==> src/rtl/ctrl_sequencer.sv <==
// ---------------------------------------------------------------------------
// ctrl_sequencer
//
// Multi-cycle control unit for the 16-bit RISC core. Every instruction walks
// FETCH -> DECODE -> REGREAD -> ALU -> [MEM] -> [REGWR] -> PCUPD, and each
// cycle raises at most one stage enable. The ALU branch flag is captured when
// the ALU cycle closes and later steers the PC update for jump opcodes.
//
// Ports
//   clk_i          core clock; the FSM advances on posedge
//   rst_n_i        asynchronous active-low reset
//   aluop_i[4:0]   decoded op; opcode is aluop_i[4:1]; valid from REGREAD on
//   jmpbranch_i    ALU branch-taken flag, sampled at the end of the ALU cycle
//   mem_ready_i    memory handshake ready, used in FETCH and MEM
//   halt_i         halt request, sampled in PCUPD and while halted
//   en_fetch_o     fetch enable / instruction memory request (held until ready)
//   en_decode_o    decoder latch enable
//   en_regread_o   register file read enable
//   en_alu_o       ALU enable
//   en_mem_o       data memory request (held until ready)
//   mem_we_o       store qualifier, only meaningful while en_mem_o=1
//   en_regwr_o     register file write enable
//   pc_op_o[1:0]   00 NOP, 01 INC, 10 ASSIGN, 11 RESET
//   halted_o       high while halted
//   retired_o[15:0], stalls_o[15:0]
//                  performance counters, present only when the macro
//                  CTRL_PERF_CNT_EN is defined
//
// Build option: CTRL_PERF_CNT_EN adds the retired-instruction and
// memory-stall counters. Without it the control behaviour is identical.
// ---------------------------------------------------------------------------
module ctrl_sequencer #(
    parameter logic [3:0] OP_LDM = 4'd14,
    parameter logic [3:0] OP_STM = 4'd15
) (
    input  logic        clk_i,
    input  logic        rst_n_i,
    input  logic [4:0]  aluop_i,
    input  logic        jmpbranch_i,
    input  logic        mem_ready_i,
    input  logic        halt_i,
    output logic        en_fetch_o,
    output logic        en_decode_o,
    output logic        en_regread_o,
    output logic        en_alu_o,
    output logic        en_mem_o,
    output logic        mem_we_o,
    output logic        en_regwr_o,
    output logic [1:0]  pc_op_o,
    output logic        halted_o
`ifdef CTRL_PERF_CNT_EN
    ,
    output logic [15:0] retired_o,
    output logic [15:0] stalls_o
`endif
);

    typedef enum logic [3:0] {
        S_RESET   = 4'd0,
        S_FETCH   = 4'd1,
        S_DECODE  = 4'd2,
        S_REGREAD = 4'd3,
        S_ALU     = 4'd4,
        S_MEM     = 4'd5,
        S_REGWR   = 4'd6,
        S_PCUPD   = 4'd7,
        S_HALT    = 4'd8
    } state_t;

    localparam logic [3:0] OP_JMPA = 4'd12;
    localparam logic [3:0] OP_JMPR = 4'd13;

    localparam logic [1:0] PC_NOP    = 2'b00;
    localparam logic [1:0] PC_INC    = 2'b01;
    localparam logic [1:0] PC_ASSIGN = 2'b10;
    localparam logic [1:0] PC_RESET  = 2'b11;

    state_t     state_q, state_d;
    logic [3:0] op_q, op_d;     // opcode captured at the end of the ALU cycle
    logic       br_q, br_d;     // branch flag captured at the end of the ALU cycle

    // The lsb of the decoded op only selects ALU sub-functions.
    logic unused_aluop_lsb;
    assign unused_aluop_lsb = aluop_i[0];

    logic [3:0] opcode;
    assign opcode = aluop_i[4:1];

    // -----------------------------------------------------------------------
    // Opcode classes
    // -----------------------------------------------------------------------
    function automatic logic is_mem_op(input logic [3:0] op);
        return (op == OP_LDM) || (op == OP_STM);
    endfunction

    function automatic logic is_jump_op(input logic [3:0] op);
        return (op == OP_JMPA) || (op == OP_JMPR);
    endfunction

    // Plain ALU ops 0..5 and 8..11 write a result back; 6/7 are reserved
    // and behave as NOPs.
    function automatic logic is_alu_wb_op(input logic [3:0] op);
        return (op <= 4'd5) || ((op >= 4'd8) && (op <= 4'd11));
    endfunction

    // -----------------------------------------------------------------------
    // State and captured-operand registers
    // -----------------------------------------------------------------------
    always_ff @(posedge clk_i or negedge rst_n_i) begin
        if (!rst_n_i) begin
            state_q <= S_RESET;
            op_q    <= 4'd0;
            br_q    <= 1'b0;
        end else begin
            state_q <= state_d;
            op_q    <= op_d;
            br_q    <= br_d;
        end
    end

    // -----------------------------------------------------------------------
    // Next state
    // -----------------------------------------------------------------------
    always_comb begin
        state_d = state_q;
        op_d    = op_q;
        br_d    = br_q;

        case (state_q)
            S_RESET: begin
                state_d = S_FETCH;
            end

            S_FETCH: begin
                if (mem_ready_i) begin
                    state_d = S_DECODE;
                end
            end

            S_DECODE: begin
                state_d = S_REGREAD;
            end

            S_REGREAD: begin
                state_d = S_ALU;
            end

            S_ALU: begin
                // The ALU raises its flag after the mid-cycle negedge, so the
                // closing posedge is the first safe point to capture it.
                op_d = opcode;
                br_d = jmpbranch_i;
                if (is_mem_op(opcode)) begin
                    state_d = S_MEM;
                end else if (is_alu_wb_op(opcode)) begin
                    state_d = S_REGWR;
                end else begin
                    state_d = S_PCUPD;
                end
            end

            S_MEM: begin
                if (mem_ready_i) begin
                    state_d = (op_q == OP_LDM) ? S_REGWR : S_PCUPD;
                end
            end

            S_REGWR: begin
                state_d = S_PCUPD;
            end

            S_PCUPD: begin
                state_d = halt_i ? S_HALT : S_FETCH;
            end

            S_HALT: begin
                if (!halt_i) begin
                    state_d = S_FETCH;
                end
            end

            default: begin
                state_d = S_RESET;
            end
        endcase
    end

    // -----------------------------------------------------------------------
    // Moore output decode
    // -----------------------------------------------------------------------
    always_comb begin
        en_fetch_o   = 1'b0;
        en_decode_o  = 1'b0;
        en_regread_o = 1'b0;
        en_alu_o     = 1'b0;
        en_mem_o     = 1'b0;
        mem_we_o     = 1'b0;
        en_regwr_o   = 1'b0;
        pc_op_o      = PC_NOP;
        halted_o     = 1'b0;

        case (state_q)
            S_RESET: begin
                // While reset is asserted the state already sits in RESET;
                // the PC reset command is only issued once reset releases so
                // the outputs read all-zero during the reset pulse itself.
                pc_op_o = rst_n_i ? PC_RESET : PC_NOP;
            end
            S_FETCH: begin
                en_fetch_o = 1'b1;
            end
            S_DECODE: begin
                en_decode_o = 1'b1;
            end
            S_REGREAD: begin
                en_regread_o = 1'b1;
            end
            S_ALU: begin
                en_alu_o = 1'b1;
            end
            S_MEM: begin
                en_mem_o = 1'b1;
                mem_we_o = (op_q == OP_STM);
            end
            S_REGWR: begin
                en_regwr_o = 1'b1;
            end
            S_PCUPD: begin
                // The branch flag only matters for jumps; every other opcode
                // simply advances the PC.
                pc_op_o = (is_jump_op(op_q) && br_q) ? PC_ASSIGN : PC_INC;
            end
            S_HALT: begin
                halted_o = 1'b1;
            end
            default: begin
                pc_op_o = PC_NOP;
            end
        endcase
    end

`ifdef CTRL_PERF_CNT_EN
    // -----------------------------------------------------------------------
    // Performance counters (free-running, wrap at 0xFFFF)
    // -----------------------------------------------------------------------
    logic [15:0] retired_q, retired_d;
    logic [15:0] stalls_q, stalls_d;

    always_comb begin
        retired_d = retired_q;
        stalls_d  = stalls_q;
        if (state_q == S_PCUPD) begin
            retired_d = retired_q + 16'd1;
        end
        if (((state_q == S_FETCH) || (state_q == S_MEM)) && !mem_ready_i) begin
            stalls_d = stalls_q + 16'd1;
        end
    end

    always_ff @(posedge clk_i or negedge rst_n_i) begin
        if (!rst_n_i) begin
            retired_q <= 16'd0;
            stalls_q  <= 16'd0;
        end else begin
            retired_q <= retired_d;
            stalls_q  <= stalls_d;
        end
    end

    assign retired_o = retired_q;
    assign stalls_o  = stalls_q;
`endif

endmodule
==> config.mk <==
export PLATFORM = sky130hd
export DESIGN_NAME = ctrl_sequencer
export DESIGN_NICKNAME = d
export VERILOG_FILES = /design/src/rtl/ctrl_sequencer.sv
export SDC_FILE = /design/constraint.sdc
export NUM_CORES = 1
export LEC_CHECK = 0
export CAP_MARGIN = 20
export CORE_MARGIN = 5
export CORE_UTILIZATION = 30
export DETAILED_ROUTE_END_ITERATION = 10
export PLACE_DENSITY_LB_ADDON = 0.2
export SETUP_SLACK_MARGIN = 0.1
export SLEW_MARGIN = 25
export SYNTH_ARGS = -nofsm -noshare
export SYNTH_HDL_FRONTEND = slang
export SYNTH_SLANG_ARGS = --single-unit
==> constraint.sdc <==
create_clock -name clk_i -period 3.8 [get_ports clk_i]
set_input_delay 0.76 -clock clk_i [delete_from_list [all_inputs] [get_ports clk_i]]
set_output_delay 0.76 -clock clk_i [all_outputs]
set_load 0.01 [all_outputs]
# Word level (Yosys, flattened, before mapping)
# Cells that the tools add are included.
dict set report classes {
  mux 19
  eq_ne 17
  reduce_logical 7
  order_cmp 3
}
# operator n
set op_table {}
lappend op_table {{$pmux W4 S9} 1}
lappend op_table {{$eq A4 B4 Y1 const B} 7}
lappend op_table {{$eq A4 B3 Y1 const B} 4}
lappend op_table {{$mux W4} 4}
lappend op_table {{$mux W1} 10}
lappend op_table {{$eq A4 B2 Y1 const B} 2}
lappend op_table {{$mux W2} 3}
lappend op_table {{$ne A2 B2 Y1 const B} 3}
lappend op_table {{$eq A4 B1 Y1 const B} 1}
lappend op_table {{$ge A4 B4 Y1 const B} 1}
lappend op_table {{$le A4 B3 Y1 const B} 1}
lappend op_table {{$le A4 B4 Y1 const B} 1}
lappend op_table {{$logic_not A4 Y1} 1}
lappend op_table {{$pmux W2 S2} 1}
lappend op_table {{$logic_or A1 B1 Y1} 3}
lappend op_table {{$reduce_and A3 Y1} 1}
lappend op_table {{$logic_and A1 B1 Y1} 2}
dict set report word_totals {
  out_inout_bits 10
  ff_bits 9
  word_cells 49
}

# Logic depth before layout (Yosys ltp)
# Gate-level depths: netlist of run 1.
dict set report logic_depth {
  word_depth 6
  depth_mapped 4
  ltp_nobuf 3
}

# Worst setup path before layout of run 1
# OpenSTA, ideal clock, no wires.
dict set report synth_path {
  kind {reg-to-output}
  from {register state_q[0]}
  to {output port pc_op_o[1]}
  path_stages_with_launch 5
  slack_ps 1886
  arrival_time_ps 1154
  t_required_ps 3040
  path_cell_list {dfrtp_1 buf_2 nand2_1 or3_1 a21oi_1}
}
dict set report synth_between {
  elab_chain_cells 2
  word_cells_on_any_way 3
  cone_classes {eq/ne: 1; mux: 1; reduce/logical: 1}
}
# item line_no
set synth_rtl {}
lappend synth_rtl {{from (decl)} 78} ;# state_t state_q, state_d;
lappend synth_rtl {{from (signal assigned)} 115} ;# state_q <= state_d;
lappend synth_rtl {{$eq A4 B3 Y1 / $logic_not A4 Y1 (equally long branches)} 202} ;# case (state_q)
lappend synth_rtl {{$pmux W2 S2 *} 202}
lappend synth_rtl {{to (decl)} 49} ;# output logic [1:0] pc_op_o,
# Mark *: on every way between the ends. The rest lies on a longest branch, timed or not.

# Final worst setup path of run 1
dict set report layout_path {
  from {register state_q[1]}
  to {output port pc_op_o[1]}
}
# The elaborated chain is that of the path after synthesis.

==> metrics.cfg, run 1 <==
[logic_synthesis]
seq_area_frac_synth_pct=41.28
synthDistinctLibCells=29
syn_area_per_cell_um2=9.919
syn_area_um2=545.5
syn_inst=55
synth-warning-count=0
synth.net_count=65
ys_ff_latch=9

[routing]
drc=0
wl_per_cell_um=12.89
vias=496
viasPerCell=4.960
ant_nets=0
drt_wl_total_um=1289
first_pass_iters=2
dr.first_iter.drc_count=8

[clock_network]
cts_setup_buffers=0
cts_buffers=3
clk_pin_slew_ns=0.07
root_buffer=clkbuf_4
ctsLongestPathBuffers=2
clk-insertion-delay-late_ns=0.26
post_cts_resized=0
cts_max_level=1
cts_tree=yes
cts_hold_buf=0
cts.sinks=9

[die]
start_util_pct=31.59
row_count=15
die_area_um2=2771
die_y_um=52.64
core_um2=1727
io_pins=20
die_w_um=52.64

[timing]
fin_crit_sh_pct=73.63
maxSlewHeadroom_pct=67.41
hold_viol_final=0
rsz0062_at_grt=false
finalSetupViolations=0
setup_tns_ns=0
drv_slew=0
layout_min_cycle_time_ns=2.798
worst_pin_slew_ns=0.4888
max_freq_mhz=357.4
skew_ns=0.003574

[pwr]
ir_worst_vdd_mv=0.3213
p_leak_uw=0.0002963
powerDensity_nw_per_um2=731.4

[placement]
hpwl_um=972.5
post-place-cells=96
gp_congestion=0.7284
portBuffers=18

[critical_path]
ff2ff_setup_slack_ns=2.26
rr_endpoint=op_q[0]
cp_slowest_cell=clkdlybuf4s50_1
max_stage_delay_ns=0.55
crit_path_end_kind=output port
rr_startpoint=state_q[3]
required_ns=3.04
worstSetupPathType=reg2out
cp_max_fo=10
path_cells=nand2_1 -> or3_1 -> a21oi_1 -> clkdlybuf4s50_1
arrival_ns=2.04
crit_path_start_kind=flip-flop
r2r_cells=3

[flow_run]
cap_violations=0

[global_route]
grt_pass1_vias=489
grt_pass1_wl_um=2145
grt_remaining_overflow=0
grt_max_degree=16
antenna_found_initial=0
grt_usage_pct=10.82

[final_layout]
mostFrequentLayoutCells=clkdlybuf4s50_1 (18), dfrtp_1 (9), nor3_1 (5), mux2_2 (5), nand2_1 (4)
multi_input_area_um2=287.8
nets=86
antenna_cells=0
fin_cells=100
nFillCells=198
layout_commonest_cell=clkdlybuf4s50_1
register_area_um2=225.2
area_growth_pct=41.74
drive_above_1_share_pct=16.00

[hold_path]
hold_end=br_q
hold_depth=1
min_path_type=reg2reg
hold_start=br_q

[status]
status=finished clean

## worst max-delay path: cells and delay by family, from the launching register on
kind | cells | cell delay [ns]
buf+inv | 1 | 0.55
flops | 1 | 0.54
simple gates | 2 | 0.54
compound gates | 1 | 0.14
## cell usage after synthesis
| cell | instances | area, um2 |
|---|---|---|
| clkbuf_1 | 1 | 3.750 |
| nand2b_1 | 1 | 6.260 |
| a31oi_1 | 1 | 6.260 |
| nor3_1 | 5 | 25.02 |
| a32oi_1 | 1 | 8.760 |
| mux2_2 | 5 | 56.30 |
| and4bb_2 | 1 | 12.51 |
| nor2_1 | 1 | 3.750 |
| o21a_1 | 2 | 15.01 |
| nand3b_1 | 1 | 7.510 |
| a21oi_1 | 3 | 15.01 |
| nand2_1 | 4 | 15.01 |
| and3_1 | 2 | 12.51 |
| inv_1 | 2 | 7.510 |
| buf_2 | 2 | 10.01 |
| nand4_1 | 1 | 6.260 |
| nor4_1 | 1 | 6.260 |
| and2_1 | 1 | 6.260 |
| buf_6 | 1 | 11.26 |
| nor3b_1 | 1 | 7.510 |
| o21ai_0 | 1 | 5.000 |
| o22ai_1 | 1 | 6.260 |
| or3_1 | 1 | 6.260 |
| nor4b_4 | 1 | 23.77 |
| dfrtp_1 | 9 | 225.2 |
| nand4b_1 | 1 | 8.760 |
| nand3_1 | 2 | 10.01 |
| nor4b_1 | 1 | 8.760 |
| xnor2_1 | 1 | 8.760 |
## stage by stage
stage / hold slack, ns / util [%] / cell area (um2) / setup slack (ns) / total power, uW
after floorplan: 0.4644 / - / 545.5 / 1.886 / 391.2
after global placement: 0.5025 / 43.26 / 747.0 / 1.008 / 487.5
after detailed placement: 0.5108 / 43.26 / 747.0 / 1.014 / 493.1
after CTS: 0.5248 / 44.78 / 773.2 / 0.9855 / 571.8
after global routing: 0.5341 / 44.78 / 773.2 / 0.8246 / 610.3
final: 0.5227 / 44.78 / 773.2 / 1.002 / 565.6
## cell type report
type,instances,area share (%)
Multi-Input combinational cell,40,37.22
Sequential cell,9,29.13
Timing Repair Buffer,20,25.24
Tap cell,25,4.045
Clock buffer,4,3.398
Inverter,2,0.9709
## sequential cells by signal (all words and copies together), names as in the netlist
register / flops
br_q: 1
state_q: 4
op_q: 4
## worst max path at each step
stage / start / end / slack [ns] / cells after the start
2_1_floorplan: state_q[0] / pc_op_o[1] / 1.89 / 4
3_3_place_gp: rst_n_i / pc_op_o[0] / 1.01 / 4
3_5_place_dp: rst_n_i / pc_op_o[1] / 1.01 / 4
4_1_cts: state_q[1] / pc_op_o[1] / 0.99 / 4
5_1_grt: state_q[1] / pc_op_o[1] / 0.82 / 4
6_report: state_q[1] / pc_op_o[1] / 1.00 / 4
## power breakdown
part           internal, uW  switching (uW)
sequential              143            71.3
combinational           166             109
clock                  40.6            36.2
total                   349             217
## cells by family after synthesis
kind of cell	after synthesis	synth area share, %
DFF	9	41.29
buffers and inverters	6	5.963
muxes	5	10.32
and+or+nand+nor	25	30.51
AOI/OAI and AO/OA	9	10.32
xor gates and xnor gates	1	1.606
## routing by layer
metal | part of all wire (%) | GRT usage [%]
met1 | 48 | 14.16
met2 | 46 | 15.08
met3 | 5.4 | 3.704
met4 | 0 | 6.383
met5 | 0 | 0
Power figures use the tool's default switching activity.
==> inputs of run 2 (changes only) <==
==> constraint.sdc (replaced) <==
create_clock -name clk_i -period 2.9 [get_ports clk_i]
set_input_delay 0.58 -clock clk_i [delete_from_list [all_inputs] [get_ports clk_i]]
set_output_delay 0.58 -clock clk_i [all_outputs]
set_load 0.01 [all_outputs]
==> metrics.cfg, run 2 (synthesized netlist as in run 1, its figures left out) <==
[clock_network]
cts_setup_buffers=0  ; unchanged
root_buffer=clkbuf_4
cts_buffers=3  ; unchanged
clk_pin_slew_ns=0.06  ; about the same
ctsLongestPathBuffers=2  ; unchanged
cts_tree=yes
cts.sinks=9  ; unchanged
cts_max_level=1  ; unchanged
clk-insertion-delay-late_ns=0.26  ; about the same

[timing]
worst_pin_slew_ns=0.4558  ; -0.03301 ns
hold_viol_final=0  ; unchanged
skew_ns=0.005531  ; +0.001957 ns
maxSlewHeadroom_pct=69.61  ; +2.2 points
drv_slew=0  ; unchanged
finalSetupViolations=0  ; unchanged
layout_min_cycle_time_ns=2.553
fin_ws_ns=0.3467  ; -0.6554 ns
rsz0062_at_grt=false
fin_crit_sh_pct=88.04
max_freq_mhz=391.7
setup_tns_ns=0  ; unchanged

[pwr]
powerDensity_nw_per_um2=953.1  ; +30%
totalPowerFinal_uw=738.2  ; +31%
p_leak_uw=0.0002951  ; -0.40%
ir_worst_vdd_mv=0.3740  ; +16%

[flow_run]
cap_violations=0  ; unchanged

[critical_path]
ff2ff_setup_slack_ns=1.35  ; -0.91 ns
rr_startpoint=state_q[3]
required_ns=2.32  ; -0.72 ns
path_cells=inv_1 -> or3_1 -> a21oi_1 -> clkdlybuf4s50_1
r2r_cells=3  ; unchanged
rr_endpoint=op_q[0]
crit_path_end_kind=output port
cp_max_fo=9  ; -1
max_stage_delay_ns=0.55  ; about the same
crit_path_start_kind=flip-flop
arrival_ns=1.97  ; -0.07 ns
worstSetupPathType=reg2out
cp_slowest_cell=clkdlybuf4s50_1

[die]
io_pins=20  ; unchanged
die_area_um2=2771  ; unchanged
die_y_um=52.64  ; unchanged
start_util_pct=31.59  ; unchanged
row_count=15  ; unchanged
die_w_um=52.64  ; unchanged
core_um2=1727  ; unchanged

[global_route]
grt_pass1_wl_um=2173  ; +1.3%
use_met2_pct=15.91  ; +0.83 points
grtUsageMet3_pct=4.558  ; +0.85 points
antenna_found_initial=0  ; unchanged
grt_max_degree=16  ; unchanged
top_usage_layer=met2
use_met1_pct=13.62  ; -0.54 points
grt_pass1_vias=498  ; +1.8%
grt_remaining_overflow=0  ; unchanged
grt_usage_pct=10.87  ; +0.053 points

[hold_path]
min_path_type=reg2reg
hold_start=br_q
hold_end=br_q
hold_depth=1  ; unchanged

[final_layout]
largest_registers=op_q x4, state_q x4, br_q x1
area_growth_pct=41.97
nets=86  ; unchanged
fin_cells=100  ; unchanged
antenna_cells=0  ; unchanged
mostFrequentLayoutCells=clkdlybuf4s50_1 (18), dfrtp_1 (8), nor3_1 (5), mux2_2 (5), nand2_1 (4)
layout_commonest_cell=clkdlybuf4s50_1
drive_above_1_share_pct=17.33  ; +1.3 points

[routing]
drt_wl_total_um=1276  ; -1.0%
viasPerCell=4.810  ; -3.0%
vias=481  ; -3.0%
first_pass_iters=2  ; unchanged
dr.first_iter.drc_count=6  ; -2
drc=0  ; unchanged
wl_per_cell_um=12.76  ; -1.0%
ant_nets=0  ; unchanged

[placement]
post-place-cells=96  ; unchanged
hpwl_um=987.4  ; +1.5%
portBuffers=18  ; unchanged
gp_congestion=0.7861  ; +7.9%
place_ws_ns=0.4666  ; -0.5477 ns

[status]
status=finished clean

## run 2: cell counts in the layout (fill, tap and decap cells not counted)
Identical to the previous run, type by type.
## run 2: layout make-up
cell class	instances	area (um2)
Inverter	2	7.507
Fill cell	189	952.2
Sequential cell	9	226.5
Clock buffer	4	26.28
Multi-Input combinational cell	40	287.8
Timing Repair Buffer	20	195.2
Tap cell	25	31.28
## run 2: through the flow
stage | util [%] | area [um2] | hold WS [ns]
after floorplan | - | 545.5 | 0.2844
after global placement | 43.26 | 747.0 | 0.5020
after detailed placement | 43.26 | 747.0 | 0.5012
after CTS | 44.78 | 773.2 | 0.5157
after global routing | 44.86 | 774.5 | 0.5353
final | 44.86 | 774.5 | 0.5097
## run 2: routing by layer
layer / wire (um) / vias to the layer above
met5: 0 / -
met4: 0 / 0
met3: 89 / 0
met2: 569 / 15
met1: 617 / 221
li1: - / 245
## run 2: repair_timing
| item | in CTS | in global routing |
|---|---|---|
| endpoints found under the setup margin | 0 | 1 |
| hold buffers | 0 | 0 |
| gates resized for setup | 0 | 1 |
## run 2: how the worst max path moves through the flow
stage | cells after the start | end | from
2_1_floorplan | 4 | pc_op_o[1] | state_q[0]
6_report | 4 | pc_op_o[1] | state_q[2]
3_3_place_gp | 4 | pc_op_o[0] | rst_n_i
3_5_place_dp | 4 | pc_op_o[1] | rst_n_i
5_1_grt | 4 | pc_op_o[1] | state_q[2]
4_1_cts | 4 | pc_op_o[1] | state_q[1]
## run 2: power by group
group          internal [uW]  total, uW  switching [uW]
Clock                   53.0       97.6            44.6
Sequential               189        280            91.6
Combinational            217        360             143
## run 2: critical path, delay by kind of cell (launching register included)
kind | cells | cell delay, ns
buffers and inverters | 2 | 0.70
and+or+nand+nor | 1 | 0.38
DFF | 1 | 0.48
AOI/OAI and AO/OA | 1 | 0.15
